===== config.mk =====
export PLATFORM = sky130hd
export DESIGN_NAME = lcd_bus_sequencer
export DESIGN_NICKNAME = d
export VERILOG_FILES = /design/src/rtl/lcd_bus_sequencer.sv
export SDC_FILE = /design/constraint.sdc
export NUM_CORES = 1
export LEC_CHECK = 0
export ABC_AREA = 1
export CAP_MARGIN = 20
export CORE_ASPECT_RATIO = 0.7
export CORE_MARGIN = 1.5
export CORE_UTILIZATION = 54
export DETAILED_ROUTE_END_ITERATION = 8
export HOLD_SLACK_MARGIN = 0.02
export PLACE_DENSITY = 0.86
export SETUP_SLACK_MARGIN = 0.15
export SLEW_MARGIN = 20
export SYNTH_ARGS = -nofsm -noshare
export SYNTH_HDL_FRONTEND = slang
export SYNTH_SLANG_ARGS = --single-unit

===== constraint.sdc =====
create_clock -name clk -period 2.7 [get_ports clk]
set_input_delay 0.405 -clock clk [delete_from_list [all_inputs] [get_ports clk]]
set_output_delay 0.405 -clock clk [all_outputs]
set_load 0.05 [all_outputs]

===== src/rtl/lcd_bus_sequencer.sv =====
// rtl/lcd_bus_sequencer.sv - 8080-style LCD bus sequencer: CPU/pixel arbitration, timed write cycles, panel reset sequence
// Optional feature macro: LCD_BURST_LOCK_EN (pixel bursts hold the bus until pix_last)
module lcd_bus_sequencer #(
    parameter int DATA_W       = 16,
    parameter int WR_LOW_CYC   = 2,
    parameter int WR_HIGH_CYC  = 2,
    parameter int RST_LOW_CYC  = 500000,
    parameter int RST_WAIT_CYC = 6000000
) (
    input  logic              clk,
    input  logic              reset,
    input  logic              cmd_valid,
    output logic              cmd_ready,
    input  logic              cmd_dc,
    input  logic [DATA_W-1:0] cmd_data,
    input  logic              pix_valid,
    output logic              pix_ready,
    input  logic [DATA_W-1:0] pix_data,
    input  logic              pix_last,
    input  logic              hw_reset_req,
    output logic              lcd_csx,
    output logic              lcd_dcx,
    output logic              lcd_wrx,
    output logic              lcd_rdx,
    output logic              lcd_resx,
    output logic [DATA_W-1:0] lcd_data,
    output logic              busy,
    output logic              grant_pix
);

    localparam int MAX_AB  = (WR_LOW_CYC > WR_HIGH_CYC) ? WR_LOW_CYC : WR_HIGH_CYC;
    localparam int MAX_CD  = (RST_LOW_CYC > RST_WAIT_CYC) ? RST_LOW_CYC : RST_WAIT_CYC;
    localparam int MAX_CYC = (MAX_AB > MAX_CD) ? MAX_AB : MAX_CD;
    localparam int CW      = $clog2(MAX_CYC) + 1;

    localparam logic [CW-1:0] RST_LOW_LAST  = CW'(RST_LOW_CYC - 1);
    localparam logic [CW-1:0] RST_WAIT_LAST = CW'(RST_WAIT_CYC - 1);
    localparam logic [CW-1:0] WR_LOW_LAST   = CW'(WR_LOW_CYC - 1);
    localparam logic [CW-1:0] WR_HIGH_LAST  = CW'(WR_HIGH_CYC - 1);

    typedef enum logic [2:0] {
        S_RST_LOW,
        S_RST_WAIT,
        S_IDLE,
        S_SETUP,
        S_WR_LOW,
        S_WR_HIGH
    } state_t;

    state_t            state, next_state;
    logic [CW-1:0]     cnt;
    logic [DATA_W-1:0] data_q;
    logic              dc_q;
    logic              grant_q;
    logic              lock_q;
    logic              rst_pend_q;
    logic              service_rst;
    logic              take_cmd;
    logic              take_pix;

    // State register
    always_ff @(posedge clk or posedge reset) begin
        if (reset) state <= S_RST_LOW;
        else       state <= next_state;
    end

    // Next-state and handshake decode; IDLE arbitration: reset > locked burst > cmd > pix
    always_comb begin
        next_state  = state;
        cmd_ready   = 1'b0;
        pix_ready   = 1'b0;
        service_rst = 1'b0;
        case (state)
            S_RST_LOW:  if (cnt == RST_LOW_LAST)  next_state = S_RST_WAIT;
            S_RST_WAIT: if (cnt == RST_WAIT_LAST) next_state = S_IDLE;
            S_IDLE: begin
                if (rst_pend_q) begin
                    service_rst = 1'b1;
                    next_state  = S_RST_LOW;
                end else if (lock_q) begin
                    if (pix_valid) begin
                        pix_ready  = 1'b1;
                        next_state = S_SETUP;
                    end
                end else if (cmd_valid) begin
                    cmd_ready  = 1'b1;
                    next_state = S_SETUP;
                end else if (pix_valid) begin
                    pix_ready  = 1'b1;
                    next_state = S_SETUP;
                end
            end
            S_SETUP:    next_state = S_WR_LOW;
            S_WR_LOW:   if (cnt == WR_LOW_LAST)  next_state = S_WR_HIGH;
            S_WR_HIGH:  if (cnt == WR_HIGH_LAST) next_state = S_IDLE;
            default:    next_state = S_RST_LOW;
        endcase
    end

    assign take_cmd = cmd_valid && cmd_ready;
    assign take_pix = pix_valid && pix_ready;

    // Phase counter: cleared on every state change and in untimed states, so it never wraps
    always_ff @(posedge clk or posedge reset) begin
        if (reset)                                                      cnt <= '0;
        else if (next_state != state || state == S_IDLE || state == S_SETUP) cnt <= '0;
        else                                                            cnt <= cnt + 1'b1;
    end

    // Word latch: data/dc/grant captured on the accept cycle and held through the write cycle
    always_ff @(posedge clk or posedge reset) begin
        if (reset) begin
            data_q  <= '0;
            dc_q    <= 1'b0;
            grant_q <= 1'b0;
        end else if (take_cmd) begin
            data_q  <= cmd_data;
            dc_q    <= cmd_dc;
            grant_q <= 1'b0;
        end else if (take_pix) begin
            data_q  <= pix_data;
            dc_q    <= 1'b1;
            grant_q <= 1'b1;
        end
    end

    // Pending panel reset: repeated requests merge, serviced at the next IDLE
    always_ff @(posedge clk or posedge reset) begin
        if (reset)             rst_pend_q <= 1'b0;
        else if (service_rst)  rst_pend_q <= 1'b0;
        else if (hw_reset_req) rst_pend_q <= 1'b1;
    end

`ifdef LCD_BURST_LOCK_EN
    // Burst lock: set by a non-final pixel word, dropped by the final one or a panel reset
    always_ff @(posedge clk or posedge reset) begin
        if (reset)            lock_q <= 1'b0;
        else if (service_rst) lock_q <= 1'b0;
        else if (take_pix)    lock_q <= ~pix_last;
    end
`else
    logic unused_pix_last;
    assign unused_pix_last = pix_last;

    // No burst lock: every IDLE arbitrates afresh
    always_ff @(posedge clk or posedge reset) begin
        if (reset) lock_q <= 1'b0;
        else       lock_q <= 1'b0;
    end
`endif

    // Pins decode directly from state so an async reset forces them at once
    assign lcd_resx  = (state != S_RST_LOW);
    assign lcd_csx   = !((state == S_SETUP) || (state == S_WR_LOW) || (state == S_WR_HIGH) ||
                         ((state == S_IDLE) && lock_q));
    assign lcd_wrx   = (state != S_WR_LOW);
    assign lcd_rdx   = 1'b1;
    assign lcd_dcx   = dc_q;
    assign lcd_data  = data_q;
    assign busy      = (state != S_IDLE);
    assign grant_pix = grant_q;

endmodule


==> key figures, run 1 <==
Synth
  • Synth Flop Type: dfrtp_1
  • Syn Inst Count: about 360
  • Compound-Gate Fraction of Synth Area: 7.810%
  • EDFF count, synth: 0
  • Share of flip-flops with an asynchronous set or reset: 100.0%
  • Post-synth top area share: 42.51%
  • Synth Area in Simple Gates: about 36%
  • Syn_area_per_cell: 7.563 sq um
  • Synth Area in XOR/XNOR: ~5.2%
  • Largest family of logic cells by synthesized area: simple AND/OR/NAND/NOR gates
  • Register area share after synthesis: 42.51%
  • Synth warn: 0
  • Synth Register Bits: 46
  • Post-synth top cells: nor2_1, nand2_1, dfrtp_1, o21ai_0, inv_1
  • Number of library cell types mapped by synthesis: 26
  • Cell with the most instances after synthesis: nor2_1
  • Net Count, Synth: between 300 and 400
  • Area share of fa/ha/maj cells after synthesis: 0.9242%
  • Post-synthesis mux area share: 0%
  • Largest cells by area after synthesis: dfrtp_1, nor2_1, nand2_1, o21ai_0, nor2_2
  • Synthesized area: 2708 sq um
  • Area leader, netlist: dfrtp_1

Drt
  • Wirelength per Cell: between 10 and 15 um
  • Post-route DRC: 0
  • Post-route ant nets: 0
  • DR vias/cell: 5.308
  • DR iter-0 viols: 216
  • Drt first pass iters: 5
  • Routed wire length: 6747 um
  • DR vias: between 2000 and 3000

GRT
  • Overflow after GRT: 0
  • Overall routing resource usage: between 20% and 30%
  • Initial antenna violation count: 0
  • Vias in the first global route: between 2000 and 3000
  • Global-route wire length before repair: 11350 um
  • Largest net degree at the start of global routing: 35

Floorplanning
  • Die outline height: between 60 and 70 um
  • Initial core utilization: 56.31%
  • Die area: between 5000 and 6000 sq um
  • # IOs: 64
  • Site row count: 21
  • Core Area: between 4000 and 5000 sq um
  • Die extent in x: 87.64 um

Setup path
  • CP Launch Type: flip-flop
  • Worst EP arrival: ~2.0 ns
  • Critical Path Source: state[1]
  • Worst r2r path cells: 11
  • Critical path fanouts, max: 5
  • CP endpoint kind: output port
  • R2r setup slk: 0.65 ns
  • Req. time, crit path: 2.30 ns
  • Critical path class: flip-flop to output port
  • Reg-to-Reg End: cnt[1]
  • Worst R2R Start: cnt[0]
  • Worst setup path endpoint: lcd_csx

Finish
  • Fin area: 3503 sq um
  • FILL cells: 373
  • P&R area growth vs syn: 29.39%
  • Register area: 1151 sq um
  • Share of cells above drive strength 1: 13.30%
  • Area of the multi-input gates: about 1400 sq um
  • Antenna diode count: 0
  • Fin cells: 490
  • Fin nets: ~460

Status
  • Status: completed

Place
  • Buffers on Ports: 61
  • Final GP Congestion: 0.9332
  • DP Cell Count: 482
  • Final HPWL DP: 5077 um
  • Placed cell area: between 3000 and 4000 sq um
  • Worst slack, placed: 0.6272 ns

Clock tree
  • Setup Buffers After CTS: 0
  • H-tree Lvls: 2
  • CTS clk-pin slew, worst paths: 0.09 ns
  • TritonCTS Sinks: 46
  • Worst skew pair latency: ~0.31 ns
  • CTS tree: done
  • TritonCTS buffer count: 5
  • Bufs on Longest Clock Path: 2
  • Post-CTS sizing: 0
  • # hold bufs at CTS: 0
  • CTS root buf: clkbuf_8

Min path
  • Worst hold-check path type: input port to asynchronous set/reset pin

Power and ir drop
  • Pwr dens: 402.8 nW/um^2
  • Leakage: 1.551 nW
  • Worst vdd ir: 0.0002918 V

Run
  • Total of max-cap violations: 0

Timing
  • Count of final setup violators: 0
  • Fmax: 415.8 MHz
  • Period utilization: 89.07%
  • Worst setup margin: 0.2951 ns
  • Worst Tran Pin Value: 0.5295 ns
  • Post-layout min period: 2.405 ns
  • Final setup TNS: 0 ns
  • Setup Skew: about 0.0081 ns
  • Slew margin rel.: between 60% and 70%
  • RSZ-0062 raised after global routing: no
  • Final Hold Vio Count: 0
  • Final Slew Violations: 0
-- worst max-delay path, cell delays in order (launching register included) --
cell	delay [ns]
dfrtp_1	0.45
nor2_1	0.09
nand2_1	0.11
inv_1	0.06
nor3_1	0.17
clkdlybuf4s50_1	0.82
-- cell type report --
cell class | instances | area share [%]
inverters | 35 | 3.750
clock inverters | 3 | 1.143
clock buffers | 5 | 1.964
repair buffers | 66 | 19.07
flip-flops and latches | 46 | 32.86
well taps | 69 | 2.464
multi-input cells | 266 | 38.75
-- sequential cells by signal, indices dropped and copies added, names as in the netlist --
register,count
cnt,24
grant_pix,1
lcd_data,16
rst_pend_q,1
lcd_dcx,1
state,3
-- layer usage --
layer / GRT usage (%) / up-vias / share of wire, %
met1: 37.00 / 1214 / 44
li1: - / 1256 / -
met3: 6.915 / 11 / 8.2
met2: 41.15 / 120 / 47
met5: 0 / - / 0
met4: 6.746 / 0 / 1.2
-- cells in the final DEF, fill, tap and decap left out, types with 2 or more instances in the layout --
master	instances
buf_12	2
buf_4	5
clkbuf_8	5
clkdlybuf4s50_1	59
clkinv_2	2
dfrtp_1	46
ha_1	2
inv_1	30
inv_2	5
nand2_1	60
nand2_2	3
nand3_1	28
nand3_2	3
nand4_1	7
nor2_1	68
nor2_2	25
nor2_4	2
nor3_1	8
o21ai_0	36
o21bai_1	3
xnor2_1	4
xor2_1	12
-- worst min-delay path by stage --
stage / startpoint / to / slack [ns] / depth (start not counted)
floorplan: cnt[0] / cnt[0] / 0.46 / 1
detailed placement: grant_pix / grant_pix / 0.47 / 2
global placement: grant_pix / grant_pix / 0.47 / 2
finish: reset / lcd_data[9] / 0.44 / 2
CTS: reset / lcd_data[9] / 0.46 / 2
global route: reset / lcd_data[9] / 0.51 / 2
-- cells by family after synthesis --
| family | Yosys count |
|---|---|
| simple gates | 207 |
| buf+inv | 46 |
| flops | 46 |
| compound gates | 40 |
| xor+xnor | 16 |
| fa+ha+maj | 2 |
| other cells | 1 |
-- report_power, final --
part / total [W] / internal, W / switching [W]
sequential: 0.000713 / 0.000704 / 0.00000871
combinational: 0.000181 / 0.0000834 / 0.0000981
clock: 0.000517 / 0.000273 / 0.000244
-- through the flow --
stage	total power (W)	util, %	hold WS [ns]
after floorplan	0.0008106	-	0.4596
after global placement	0.0009060	70.60	0.4722
after detailed placement	0.0009099	70.60	0.4736
after CTS	0.001426	72.86	0.4596
after global routing	0.001470	72.86	0.5079
final	0.001411	72.86	0.4404
Note: power is estimated with default switching activity, not from simulation.
==> inputs of run 2 (changes only) <==
Settings changed: CORE_MARGIN 1.5 to not set, GPL_TIMING_DRIVEN set to 0.
==> run 2 against run 1 <==
Compared with the run above: maximum frequency fell by 2.0%; design area rose by 0.71%; die area fell by 2.7%; power fell by 0.19%; non-clock buffer count rose by 7; clock power fell by 0.8%; clock-buffer cell count rose by 2; sequential share of layout area fell by 0.23 points; clock skew rose by 0.0030 ns; routed wire length rose by 4.0%; critical path type is now input port to output port.
==> key figures, run 2 (synthesis gave the netlist of run 1 again) <==
Floorplanning
  • Die area: 5306 sq um (was 5455 sq um)
  • Die extent in x: 86.64 um (was 87.64 um)
  • Initial core utilization: 56.31% (unchanged)
  • # IOs: 64 (unchanged)
  • Core Area: 4808 sq um (unchanged)
  • Die outline height: 61.25 um (was 62.25 um)
  • Site row count: 21 (unchanged)

Min path
  • Worst hold-check path type: input port to asynchronous set/reset pin (unchanged)

Drt
  • Wirelength per Cell: 14.11 um (was 13.77 um)
  • DR vias/cell: 5.217 (was 5.308)
  • DR vias: 2593 (was 2601)
  • Routed wire length: 7015 um (was 6747 um)
  • DR iter-0 viols: 238 (was 216)
  • Post-route ant nets: 0 (unchanged)
  • Post-route DRC: 0 (unchanged)
  • Drt first pass iters: 5 (unchanged)

Timing
  • RSZ-0062 raised after global routing: no (unchanged)
  • Worst Tran Pin Value: 0.5234 ns (was 0.5295 ns)
  • Fmax: 407.5 MHz (was 415.8 MHz)
  • Period utilization: 90.89% (was 89.07%)
  • Final Hold Vio Count: 0 (unchanged)
  • Final Slew Violations: 0 (unchanged)
  • Slew margin rel.: 65.00% (was 64.65%)
  • Setup Skew: 0.01113 ns (was 0.008142 ns)
  • Count of final setup violators: 0 (unchanged)
  • Worst setup margin: 0.2459 ns (was 0.2951 ns)
  • Final setup TNS: 0 ns (unchanged)
  • Post-layout min period: 2.454 ns (was 2.405 ns)

Clock tree
  • H-tree Lvls: 2 (unchanged)
  • CTS root buf: clkbuf_8 (unchanged)
  • # hold bufs at CTS: 0 (unchanged)
  • TritonCTS Sinks: 46 (unchanged)
  • CTS tree: done (unchanged)
  • CTS clk-pin slew, worst paths: 0.08 ns (was 0.09 ns)
  • TritonCTS buffer count: 5 (unchanged)
  • Worst skew pair latency: 0.31 ns (about the same)
  • Bufs on Longest Clock Path: 2 (unchanged)

Power and ir drop
  • Pwr dens: 399.2 nW/um^2 (was 402.8 nW/um^2)
  • Worst vdd ir: 0.0003313 V (was 0.0002918 V)
  • Leakage: 1.566 nW (was 1.551 nW)

Setup path
  • Critical path fanouts, max: 10 (was 5)
  • Critical path class: input port to output port (was flip-flop to output port)
  • CP Launch Type: input port (was flip-flop)
  • Req. time, crit path: 2.30 ns (about the same)
  • CP endpoint kind: output port (unchanged)
  • Worst EP arrival: 2.05 ns (was 2.00 ns)
  • Worst r2r path cells: 11 (unchanged)

Finish
  • Fin cells: 497 (was 490)
  • Fin nets: 468 (was 461)
  • Share of cells above drive strength 1: 14.02% (was 13.30%)
  • Register area: 1151 sq um (unchanged)
  • Commonest non-fill, non-tap cell in the layout: nor2_1 (unchanged)
  • Core Util, Final: 73.38% (was 72.86%)
  • Largest Register: cnt (unchanged)
  • P&R area growth vs syn: 30.31% (was 29.39%)
  • FILL cells: 371 (was 373)
  • Antenna diode count: 0 (unchanged)
  • Area of the multi-input gates: 1358 sq um (unchanged)
  • Max FFs per register: 24 (unchanged)
  • Most frequent cells in the layout: nor2_1, nand2_1, clkdlybuf4s50_1 (unchanged)

GRT
  • Overall routing resource usage: 27.65% (was 26.54%)
  • Overflow after GRT: 0 (unchanged)
  • Vias in the first global route: 2298 (was 2508)
  • Initial antenna violation count: 0 (unchanged)
  • Largest net degree at the start of global routing: 32 (was 35)
  • Global-route wire length before repair: 10980 um (was 11350 um)

Place
  • Worst slack, placed: -0.1638 ns (was 0.6272 ns)
  • Final HPWL DP: 5398 um (was 5077 um)
  • Final GP Congestion: 0.9319 (was 0.9332)
  • DP Cell Count: 489 (was 482)
  • Buffers on Ports: 61 (unchanged)

Run
  • Total of max-cap violations: 0 (unchanged)

Status
  • Status: completed (unchanged)
[run 2: cell count changes in the layout (fill, tap and decap cells not counted)]
| cell | delta |
|---|---|
| buf_6 | +2 |
| clkdlybuf4s15_2 | +1 |
| buf_2 | +7 |
| buf_4 | -4 |
| clkbuf_2 | +1 |
| clkinv_2 | -2 |
| clkbuf_1 | +3 |
| buf_12 | -1 |
[run 2: power breakdown]
part	switching (W)	total [W]	internal (W)	leakage, nW
clock	0.000235	0.000513	0.000277	0.0524
sequential	0.00000902	0.000713	0.000704	0.587
combinational	0.0000982	0.000183	0.0000844	0.926
[run 2: layout make-up]
| cell class | instances | area share, % |
|---|---|---|
| tap | 69 | 2.447 |
| clock buffer | 7 | 2.163 |
| clock inverter | 1 | 0.8511 |
| sequential | 46 | 32.62 |
| inverter | 35 | 3.723 |
| timing repair buffer | 62 | 17.77 |
| multi-input combinational | 266 | 38.48 |
| buffer | 11 | 1.950 |
[run 2: path summary, 6_finish.rpt]
| kind | slack, ns | startpoint | to |
|---|---|---|---|
| min in group clk | 0.50 | cnt[0] | cnt[0] |
| worst min-delay path | 0.39 | reset | cnt[18] |
| worst max-delay path | 0.25 | cmd_valid | cmd_ready |
| worst min register to register | 0.50 | cnt[0] | cnt[0] |
| worst max register to register | 0.80 | cnt[0] | cnt[8] |
| max in group asynchronous | 1.82 | reset | state[0] |
[run 2: stage by stage]
step / power [W] / hold slack, ns / cell area [sq um]
finish: 0.001409 / 0.3895 / 3528
global route: 0.001460 / 0.4264 / 3528
CTS: 0.001415 / 0.4090 / 3533
detailed placement: 0.0009107 / 0.4914 / 3425
global placement: 0.0009039 / 0.4676 / 3405
floorplan: 0.0008106 / 0.4596 / 2708
[run 2: repair_timing]
action / CTS / global route
gates resized for setup: 6 / 4
setup endpoints to repair: 2 / 1
buffers inserted: 0 / 0
pin swaps: 0 / 0
[run 2: routing by layer]
layer / part of all wire, % / GRT usage [%] / vias to the layer above / routed length (um)
li1: - / - / 1277 / -
met4: 1.2 / 7.143 / 0 / 83
met5: 0 / 0 / - / 0
met1: 48 / 42.45 / 1213 / 3364
met3: 7.5 / 6.568 / 14 / 526
met2: 43 / 39.12 / 89 / 3041
[run 2: critical path: stages]
cell and delay, ns:
clkdlybuf4s50_1 0.53, nand2_1 0.08, nor2_2 0.34, buf_2 0.28
clkdlybuf4s15_2 0.41
==> inputs of run 3 (changes only) <==
Settings changed: SLEW_MARGIN 20 to not set.
==> results of run 3 <==
Same layout as run 2: the final DEF is identical, and so are final timing and power.
